`src/rtl/multicycle_ctrl_pkg.sv`:
```
// ============================================================================
// Module : multicycle_ctrl_pkg
// Brief  : Shared opcodes, functs, ALU ops, mux encodings and FSM states.
//          Optional macro ILLEGAL_TRAP_EN adds the HALT state.
// Rev    : 1.0  initial release
// ============================================================================
`default_nettype none

package multicycle_ctrl_pkg;

   localparam logic [5:0] OP_RTYPE = 6'h00;
   localparam logic [5:0] OP_J     = 6'h02;
   localparam logic [5:0] OP_JAL   = 6'h03;
   localparam logic [5:0] OP_BEQ   = 6'h04;
   localparam logic [5:0] OP_BNE   = 6'h05;
   localparam logic [5:0] OP_ADDI  = 6'h08;
   localparam logic [5:0] OP_XORI  = 6'h0e;
   localparam logic [5:0] OP_LW    = 6'h23;
   localparam logic [5:0] OP_SW    = 6'h2b;

   localparam logic [5:0] FN_JR    = 6'h08;
   localparam logic [5:0] FN_ADD   = 6'h20;
   localparam logic [5:0] FN_SUB   = 6'h22;
   localparam logic [5:0] FN_SLT   = 6'h2a;

   localparam logic [1:0] ALU_ADD  = 2'd0;
   localparam logic [1:0] ALU_SUB  = 2'd1;
   localparam logic [1:0] ALU_XOR  = 2'd2;
   localparam logic [1:0] ALU_SLT  = 2'd3;

   localparam logic [1:0] DW_ALU   = 2'd0;
   localparam logic [1:0] DW_LINK  = 2'd1;
   localparam logic [1:0] DW_MEM   = 2'd2;

   localparam logic [1:0] J_REG    = 2'd0;
   localparam logic [1:0] J_ADDR   = 2'd1;
   localparam logic [1:0] J_PC     = 2'd2;

   localparam logic [1:0] PC_INC   = 2'b00;
   localparam logic [1:0] PC_BEQ   = 2'b01;
   localparam logic [1:0] PC_BNE   = 2'b11;

   localparam logic [2:0] S_FETCH  = 3'd0;
   localparam logic [2:0] S_DECODE = 3'd1;
   localparam logic [2:0] S_EXEC   = 3'd2;
   localparam logic [2:0] S_MEM    = 3'd3;
   localparam logic [2:0] S_WB     = 3'd4;
`ifdef ILLEGAL_TRAP_EN
   localparam logic [2:0] S_HALT   = 3'd5;
`endif

   typedef enum logic [3:0] {
      CLS_ILLEGAL,
      CLS_J,
      CLS_JR,
      CLS_JAL,
      CLS_RALU,
      CLS_IALU,
      CLS_LW,
      CLS_SW,
      CLS_BEQ,
      CLS_BNE
   } instr_cls_e;

endpackage

`default_nettype wire

```
`src/rtl/multicycle_ctrl_decode.sv`:
```
// ============================================================================
// Module : ctrl_decode
// Brief  : Combinational instruction classifier: class, aw, alu_op, imm_sel.
// Rev    : 1.0  initial release
// ============================================================================
`default_nettype none

module ctrl_decode
   import multicycle_ctrl_pkg::*;
#(
   parameter int LINK_REG = 31
) (
   input  logic [5:0]  op,
   input  logic [5:0]  funct,
   input  logic [4:0]  rt,
   input  logic [4:0]  rd,
   output instr_cls_e  cls,
   output logic [4:0]  aw,
   output logic [1:0]  alu_op,
   output logic        imm_sel
);

   always_comb begin
      cls     = CLS_ILLEGAL;
      aw      = rt;
      alu_op  = ALU_ADD;
      imm_sel = 1'b0;
      case (op)
         OP_RTYPE: begin
            aw = rd;
            case (funct)
               FN_JR:   cls = CLS_JR;
               FN_ADD:  begin cls = CLS_RALU; alu_op = ALU_ADD; end
               FN_SUB:  begin cls = CLS_RALU; alu_op = ALU_SUB; end
               FN_SLT:  begin cls = CLS_RALU; alu_op = ALU_SLT; end
               default: cls = CLS_ILLEGAL;
            endcase
         end
         OP_J:    cls = CLS_J;
         OP_JAL:  begin cls = CLS_JAL; aw = 5'(LINK_REG); end
         OP_BEQ:  begin cls = CLS_BEQ; alu_op = ALU_SUB; end
         OP_BNE:  begin cls = CLS_BNE; alu_op = ALU_SUB; end
         OP_ADDI: begin cls = CLS_IALU; imm_sel = 1'b1; alu_op = ALU_ADD; end
         OP_XORI: begin cls = CLS_IALU; imm_sel = 1'b1; alu_op = ALU_XOR; end
         OP_LW:   begin cls = CLS_LW; imm_sel = 1'b1; alu_op = ALU_ADD; end
         OP_SW:   begin cls = CLS_SW; imm_sel = 1'b1; alu_op = ALU_ADD; end
         default: cls = CLS_ILLEGAL;
      endcase
   end

endmodule

`default_nettype wire

```
`src/rtl/multicycle_ctrl.sv`:
```
// ============================================================================
// Module : multicycle_ctrl
// Brief  : Multi-cycle MIPS-subset control FSM (fetch/decode/exec/mem/wb).
//          Optional macro ILLEGAL_TRAP_EN traps illegal instructions in HALT.
// Rev    : 1.0  initial release
// ============================================================================
`default_nettype none

module multicycle_ctrl
   import multicycle_ctrl_pkg::*;
#(
   parameter int LINK_REG = 31,
   parameter int OPW      = 3
) (
   input  logic           clk,
   input  logic           rst_n,
   input  logic [31:0]    instr,
   input  logic           zero,
   input  logic           mem_ack,
   output logic [31:0]    ir_out,
   output logic [4:0]     aa,
   output logic [4:0]     ab,
   output logic [4:0]     aw,
   output logic [15:0]    imm,
   output logic [25:0]    jump_addr,
   output logic           imm_sel,
   output logic           mem_addr_sel,
   output logic           reg_wr_en,
   output logic           mem_wr_en,
   output logic           pc_wr_en,
   output logic           mem_req,
   output logic [1:0]     dw_sel,
   output logic [1:0]     pc_sel,
   output logic [1:0]     j_sel,
   output logic [OPW-1:0] alu_op,
   output logic           halted
);

   logic [2:0]  r_state;
   logic [2:0]  w_next;
   logic [31:0] r_ir;
   instr_cls_e  w_cls;
   logic [1:0]  w_alu_op;
   logic        w_imm_sel;
   logic        w_in_exec;
   logic        w_unused_zero;

   // Branch outcome is resolved in the datapath from zero and pc_sel.
   assign w_unused_zero = zero;

   ctrl_decode #(
      .LINK_REG (LINK_REG)
   ) u_decode (
      .op      (r_ir[31:26]),
      .funct   (r_ir[5:0]),
      .rt      (r_ir[20:16]),
      .rd      (r_ir[15:11]),
      .cls     (w_cls),
      .aw      (aw),
      .alu_op  (w_alu_op),
      .imm_sel (w_imm_sel)
   );

   always_ff @(posedge clk or negedge rst_n) begin
      if (!rst_n) begin
         r_state <= S_FETCH;
         r_ir    <= '0;
      end else begin
         r_state <= w_next;
         if (r_state == S_FETCH) r_ir <= instr;
      end
   end

   assign ir_out       = r_ir;
   assign aa           = r_ir[25:21];
   assign ab           = r_ir[20:16];
   assign imm          = r_ir[15:0];
   assign jump_addr    = r_ir[25:0];
   assign mem_addr_sel = 1'b0;

   // ALU controls stay stable from EXEC through WB so operands and address hold.
   assign w_in_exec = (r_state == S_EXEC) || (r_state == S_MEM) || (r_state == S_WB);
   assign alu_op    = w_in_exec ? OPW'(w_alu_op) : '0;
   assign imm_sel   = w_in_exec & w_imm_sel;

`ifdef ILLEGAL_TRAP_EN
   assign halted = (r_state == S_HALT);
`else
   assign halted = 1'b0;
`endif

   always_comb begin
      w_next    = r_state;
      reg_wr_en = 1'b0;
      mem_wr_en = 1'b0;
      pc_wr_en  = 1'b0;
      mem_req   = 1'b0;
      dw_sel    = DW_ALU;
      pc_sel    = PC_INC;
      j_sel     = J_REG;
      case (r_state)
         S_FETCH: w_next = S_DECODE;
         S_DECODE: begin
            case (w_cls)
               CLS_J:   begin j_sel = J_ADDR; pc_wr_en = 1'b1; w_next = S_FETCH; end
               CLS_JR:  begin j_sel = J_REG;  pc_wr_en = 1'b1; w_next = S_FETCH; end
               CLS_JAL: w_next = S_WB;
               CLS_ILLEGAL: begin
`ifdef ILLEGAL_TRAP_EN
                  w_next = S_HALT;
`else
                  j_sel    = J_PC;
                  pc_wr_en = 1'b1;
                  w_next   = S_FETCH;
`endif
               end
               default: w_next = S_EXEC;
            endcase
         end
         S_EXEC: begin
            case (w_cls)
               CLS_LW, CLS_SW: w_next = S_MEM;
               CLS_BEQ, CLS_BNE: begin
                  pc_sel   = (w_cls == CLS_BNE) ? PC_BNE : PC_BEQ;
                  j_sel    = J_PC;
                  pc_wr_en = 1'b1;
                  w_next   = S_FETCH;
               end
               default: w_next = S_WB;
            endcase
         end
         S_MEM: begin
            mem_req = 1'b1;
            if (mem_ack) begin
               if (w_cls == CLS_SW) begin
                  mem_wr_en = 1'b1;
                  j_sel     = J_PC;
                  pc_wr_en  = 1'b1;
                  w_next    = S_FETCH;
               end else begin
                  w_next = S_WB;
               end
            end
         end
         S_WB: begin
            reg_wr_en = 1'b1;
            pc_wr_en  = 1'b1;
            j_sel     = (w_cls == CLS_JAL) ? J_ADDR : J_PC;
            dw_sel    = (w_cls == CLS_LW)  ? DW_MEM :
                        (w_cls == CLS_JAL) ? DW_LINK : DW_ALU;
            w_next    = S_FETCH;
         end
`ifdef ILLEGAL_TRAP_EN
         S_HALT: w_next = S_HALT;
`endif
         default: w_next = S_FETCH;
      endcase
   end

endmodule

`default_nettype wire

```
`config.mk`:
```
export PLATFORM = sky130hd
export DESIGN_NAME = multicycle_ctrl
export DESIGN_NICKNAME = d
export VERILOG_FILES = /design/src/rtl/multicycle_ctrl_pkg.sv /design/src/rtl/multicycle_ctrl_decode.sv /design/src/rtl/multicycle_ctrl.sv
export SDC_FILE = /design/constraint.sdc
export NUM_CORES = 1
export LEC_CHECK = 0
export BUFFER_PORTS_ARGS = -buffer_cell sky130_fd_sc_hd__buf_2
export CORE_ASPECT_RATIO = 1.4
export CORE_UTILIZATION = 30
export DETAILED_ROUTE_END_ITERATION = 8
export PLACE_DENSITY = 0.64
export SLEW_MARGIN = 30
export SYNTH_ARGS = -nofsm -noshare
export SYNTH_HDL_FRONTEND = slang
export SYNTH_HIERARCHICAL = 1
export SYNTH_SLANG_ARGS = --single-unit
```
`constraint.sdc`:
```
create_clock -name clk -period 2.7 [get_ports clk]
set_input_delay 0.675 -clock clk [delete_from_list [all_inputs] [get_ports clk]]
set_output_delay 0.675 -clock clk [all_outputs]
set_load 0.01 [all_outputs]
```
; ---- After elaboration in Yosys (flattened, before gate mapping)
; Cells that the tools add are included.
[word_totals]
register_bits = 35
latchBits = 0
ram_bits = 0
romBits = 0
input_bits = 36
output_inout_bits = 105
wordCells = 71
memories = 0
[classes]
n_addsub = 0
mul = 0
div_mod_pow = 0
n_lt_le_gt_ge = 0
eq_ne = 24
n_shift = 0
n_mux = 32
bitwise_logic = 1
n_reduce_logical = 12
[ops]
columns = op, n
row1 = $pmux 4 s8, 1
row2 = $eq 6x6->1 const B, 5
row3 = $mux 2, 10
row4 = $eq 6x4->1 const B, 3
row5 = $pmux 3 s2, 3
row6 = $eq 6x2->1 const B, 2
row7 = $eq 6x3->1 const B, 2
row8 = $pmux 3 s4, 1
row9 = $pmux 5 s2, 1
row10 = $mux 1, 9
row11 = $eq 4x2->1 const B, 2
row12 = $eq 4x3->1 const B, 2
row13 = $eq 4x4->1 const B, 2
row14 = $pmux 2 s2, 2
row15 = $pmux 2 s4, 1
row16 = $reduce_or 2->1, 4
row17 = $eq 3x2->1 const B, 2
row18 = $logic_not 6->1, 1
row19 = $mux 3, 2
row20 = $pmux 2 s3, 1
row21 = $reduce_or 3->1, 2
row22 = $eq 4x1->1 const B, 1
row23 = $logic_not 4->1, 1
row24 = $pmux 1 s4, 1
row25 = 7 further kinds, 8

; ---- Longest topological paths before layout
[depth]
depth_word = 8
depth_mapped = 8
depth_no_buf = 6

; ---- Hierarchy
; The synthesis kept the hierarchy.
[by_module_without_submodules]
columns = mod, n_inst, cells_per_inst, area_per_inst_um2, seq_area_each_um2
row1 = multicycle_ctrl, 1, 178, 2044.5, 875.8
row2 = ctrl_decode, 1, 43, 317.8, 0.0

; ---- Worst setup path after synthesis
; No wires, ideal clock.
[synth_timing]
path_type = register -> output
startpoint = register r_ir[28], in the netlist ir_out[28]
endpoint = output port pc_sel[1]
t_arrival_ns = 2.259
required_time_ns = 2.025
setup_slack_ns = -0.234
stages_incl_launch_ff = 9
n_path_buf = 2
cell_sequence = dfrtp_1 -> and3b_2 -> buf_2 -> a32oi_1 -> o22ai_1 -> buf_4 -> or3b_4 -> nor4b_4 -> and2_1
[synth_between]
elab_chain_cells = 7
word_cells_on_any_way = 17
cone_classes = 10 x eq/ne / 4 x mux / 3 x reduce/logical
[synth_rtl]
columns = element, line_no
row1 = from (decl), multicycle_ctrl.sv:41  ; logic [31:0] r_ir;
row2 = from (signal assigned), multicycle_ctrl.sv:70  ; if (r_state == S_FETCH) r_ir <= instr;
row3 = $eq 6x4->1, multicycle_ctrl_decode.sv:28  ; case (op)
row4 = $reduce_or 2->1 (no source line), -
row5 = $pmux 4 s8 *, multicycle_ctrl_decode.sv:28
row6 = net w_cls[2], multicycle_ctrl.sv:42  ; instr_cls_e w_cls;
row7 = "$eq 4x4->1, on equally long branches", "multicycle_ctrl.sv:121, multicycle_ctrl.sv:124"
row8 = $mux 2 / $reduce_or 2->1 (equally long branches), "multicycle_ctrl.sv:124, multicycle_ctrl.sv:121"
row9 = $mux 2 *, multicycle_ctrl.sv:121  ; case (w_cls)
row10 = $mux 2 *, multicycle_ctrl.sv:101  ; case (r_state)
row11 = to (decl), multicycle_ctrl.sv:33  ; output logic [1:0] pc_sel,
; The timed path passes the listed nets; every way through them passes the cells marked *.

; ---- Worst setup path after layout
[layout_timing]
startpoint = register r_ir[29], in the netlist ir_out[29]
endpoint = output port pc_wr_en
[layout_between]
elab_chain_cells = 7
word_cells_on_any_way = 24
cone_classes = 13 x eq/ne / 6 x mux / 5 x reduce/logical
[layout_rtl]
columns = element, line_no
row1 = $eq 6x4->1, multicycle_ctrl_decode.sv:28
row2 = $reduce_or 2->1 (no source line), -
row3 = $pmux 4 s8 *, multicycle_ctrl_decode.sv:28
row4 = net w_cls[0], multicycle_ctrl.sv:42
row5 = "$eq 4x2->1, or another cell as far along", multicycle_ctrl.sv:104  ; case (w_cls)
row6 = "$reduce_or 3->1 (no source line), or another cell as far along", -
row7 = "$mux 1, on equally long branches", "multicycle_ctrl.sv:104, multicycle_ctrl.sv:121, multicycle_ctrl.sv:134"
row8 = $pmux 1 s4 *, multicycle_ctrl.sv:101
row9 = to (decl), multicycle_ctrl.sv:30  ; output logic pc_wr_en,
; Marked as above.

==> impl_table.tex <==
\begin{tabular}{lr}
\hline
Metric & Value \\
\hline
\multicolumn{2}{l}{\textbf{Worst setup path}} \\
Worst reg-to-reg path cell count & 12 \\
Critical register-to-register path endpoint & r\_state[0] \\
Kind of critical path & reg -> out \\
Required time of the worst setup path & 2030 ps \\
Setup slack, reg-to-reg & about 490 ps \\
Startpoint of the worst-slack reg-to-reg timing path & ir\_out[27] \\
Crit path launch type & register \\
Maximum net fanout on the critical path & 6 \\
CP Capture Type & output port \\
WP data arrival & $\sim$2400 ps \\
\multicolumn{2}{l}{\textbf{Hold path}} \\
HP Class & in -> async \\
\multicolumn{2}{l}{\textbf{Timing}} \\
Ratio of final minimum period to clock period & 115\% \\
Worst slew margin relative to its limit & between 40 and 50\% \\
Max Clock Skew & 5.08 ps \\
Final hold violation count & 0 \\
Setup repair after global routing missed its margin & true \\
Maximum frequency from static timing analysis & 321 MHz \\
Worst-margin pin slew & 814 ps \\
Setup violation total in the final timing report & 10 \\
Final-report max-slew violation count & 0 \\
Fin crit period & 3120 ps \\
Smallest setup slack after layout & -417 ps \\
Post-route setup TNS & -2170 ps \\
WHS & 481 ps \\
\multicolumn{2}{l}{\textbf{Global routing}} \\
Tot GR Track Use & 13.8\% \\
Total congestion overflow & 0 \\
Vias in the first global route & around 1900 \\
Pin count of the biggest net entering global routing & 36 \\
Wire length of the first global-routing pass & 8940 um \\
Antenna violations before repair & 0 \\
\multicolumn{2}{l}{\textbf{Yosys}} \\
Number of storage elements in the synthesis netlist & 35 \\
Yosys warning count & 6 \\
Fraction of synthesized cell area taken by the top area cell type & roughly 37\% \\
Number of cells produced by synthesis & 221 \\
Cell types with the largest area share after synthesis & dfrtp\_1 (37\%), buf\_4 (19\%), mux2\_2 (12\%) \\
Number of distinct library cells after synthesis & 49 \\
Cell Area, Synth & approximately 0.0024 mm\^{}2 \\
Sequential-to-total area share from yosys stat & 37.1\% \\
Post-synth top area cell & dfrtp\_1 \\
Syn Area/Cell & 10.7 um\^{}2 \\
Most used standard cell by instance count after synthesis & buf\_4 \\
Synth top cells by count & buf\_4 (59), dfrtp\_1 (35), mux2\_2 (25) \\
Async SR Flop Fraction & 100\% \\
Most common flop cell mapped by yosys & dfrtp\_1 \\
Post-synth EDFFs & 0 \\
\multicolumn{2}{l}{\textbf{Route}} \\
Post-route ant nets & 0 \\
Number of DRC violations after detailed-routing iteration 0 & 33 \\
Routed wire length per instance & 12.7 um \\
Initial DRT Pass Iterations & 4 \\
Vias & 2029 \\
DRC errors left & 0 \\
Detailed-route vias per instance & 4.55 \\
Post-Route WL & 5670 um \\
\multicolumn{2}{l}{\textbf{Clock network}} \\
Clock root buffer & clkbuf\_8 \\
Clock Pin Slew Worst Setup and Hold Paths & 80 ps \\
Clock insertion delay at the later pin of the skew report & roughly 280 ps \\
Sink count of the clock tree & 35 \\
Number of hold-repair buffers added at the cts stage & 0 \\
CTS tree & done \\
H-tree level count & 2 \\
Maximum number of buffers from clock root to sink & 2 \\
Total clock buffers created by CTS & 5 \\
\multicolumn{2}{l}{\textbf{Pwr}} \\
Maximum VDD drop & 0.588 mV \\
Reported leakage power & 1.64 nW \\
Power density relative to cell area & $\sim$1400 mW/mm\^{}2 \\
\multicolumn{2}{l}{\textbf{Placed design}} \\
Port Buffer Count & 136 \\
Global placer's final weighted congestion & 0.774 \\
DPL Wire Length & 4250 um \\
\multicolumn{2}{l}{\textbf{Floorplan}} \\
Floorplan die height & $\sim$110 um \\
Die span in x & 77.0 um \\
Starting density of the core & approximately a third \\
Number of ports placed on the die boundary & approximately 140 \\
Number of standard-cell rows in the floorplan & 37 \\
Die area & between 0.008 and 0.009 mm\^{}2 \\
Core area & 0.00750 mm\^{}2 \\
\multicolumn{2}{l}{\textbf{Job}} \\
Max-cap violations & 0 \\
\multicolumn{2}{l}{\textbf{Finish}} \\
Post-layout nets & 384 \\
Area delta synth->final & 38.2\% \\
Core utilization of the finished layout & 43.5\% \\
Fraction of layout cells with a size suffix above 1 & 70.5\% \\
Number of antenna diodes & 0 \\
\multicolumn{2}{l}{\textbf{Status}} \\
Violated checks & setup timing \\
Status & finished, violations left \\
\hline
\end{tabular}
## how the worst max path moves through the flow
stage	startpoint	end	slack, ps	cells past startpoint
global route	ir_out[27]	pc_sel[1]	-480	8
CTS	ir_out[29]	pc_sel[1]	-390	8
detailed placement	ir_out[29]	pc_sel[1]	-100	8
floorplan	ir_out[27]	pc_sel[1]	-120	8
finish	ir_out[29]	pc_wr_en	-420	9
global placement	ir_out[29]	pc_sel[1]	-70	8
## routing by layer
metal  vias to the layer above  GRT usage (%)  share of wire (%)
met2                        78           24.6                 53
met4                         0           4.85                1.4
met3                         7           2.30                4.7
li1                        979              -                  -
met5                         -              0                  0
met1                       965           16.5                 41
## cells in the final DEF (no fill, tap or decap), types with 2 or more instances in the layout
cell	instances
nor3_4	3
a221o_1	5
nand4b_1	2
conb_1	3
nor2b_1	5
nand4_1	2
nor2_1	6
inv_1	5
buf_4	42
o22ai_1	2
nor3_1	2
dfrtp_2	5
nor3_2	2
or4_4	2
and3b_2	2
clkbuf_8	7
mux2_2	25
and3_1	7
a21oi_1	3
nand3b_1	2
buf_6	6
nand3_1	2
mux2_1	7
nand2b_1	4
buf_2	135
dfrtp_1	30
and2_1	2
o21ai_0	2
## flip-flops by register name, indices dropped and copies added, names as in the netlist
name	count
ir_out	32
r_state	3
## kinds of logic after synthesis
family	count (synthesis)	share of synthesized area (%)
muxes	32	15.3
buffers and inverters	71	22.1
other	1	0.159
DFF	35	37.1
xor gates and xnor gates	1	0.371
and+or+nand+nor	57	17.3
AOI/OAI and AO/OA	24	7.73
## final cells by class
type / instances / area [um^2]
fill: 754 / 4240
multi-input combinational: 117 / 1080
timing repair buffer: 183 / 1060
sequential: 35 / 882
tap: 97 / 121
clock buffer: 7 / 96.3
inverter: 6 / 22.5
clock inverter: 1 / 7.51
## worst max-delay path, stage by stage (launching register included)
cell	delay, ps
dfrtp_2	470
buf_6	140
buf_4	130
nor4b_2	250
a31oi_1	100
a31oi_4	220
nand2_2	80
and3_1	180
or4_4	470
buf_6	130
## where the power goes
group | total [mW] | switching (mW) | internal [mW] | leakage [nW]
Combinational | 2.86 | 1.35 | 1.52 | 1.18
Sequential | 1.17 | 0.356 | 0.810 | 0.407
Clock | 0.429 | 0.197 | 0.232 | 0.0505
Total | 4.46 | 1.90 | 2.56 | 1.64
## stage by stage
stage	setup WS (ps)	total power [mW]	area, um^2	std cells
2_1_floorplan	-122	3.26	2410	223
3_3_place_gp	-72.2	3.84	2970	425
3_5_place_dp	-102	3.89	2970	425
4_1_cts	-393	4.44	3190	443
5_1_grt	-483	4.78	3260	446
6_report	-417	4.46	3260	446
## what timing repair did
item / in CTS / in global routing
endpoints found under the hold margin: 0 / 0
cloned: 0 / 0
pin swaps: 10 / 8
gates resized for setup: 9 / 12
setup endpoints to repair: 8 / 10
buffers inserted: 10 / 3
Power figures use the tool's default switching activity.
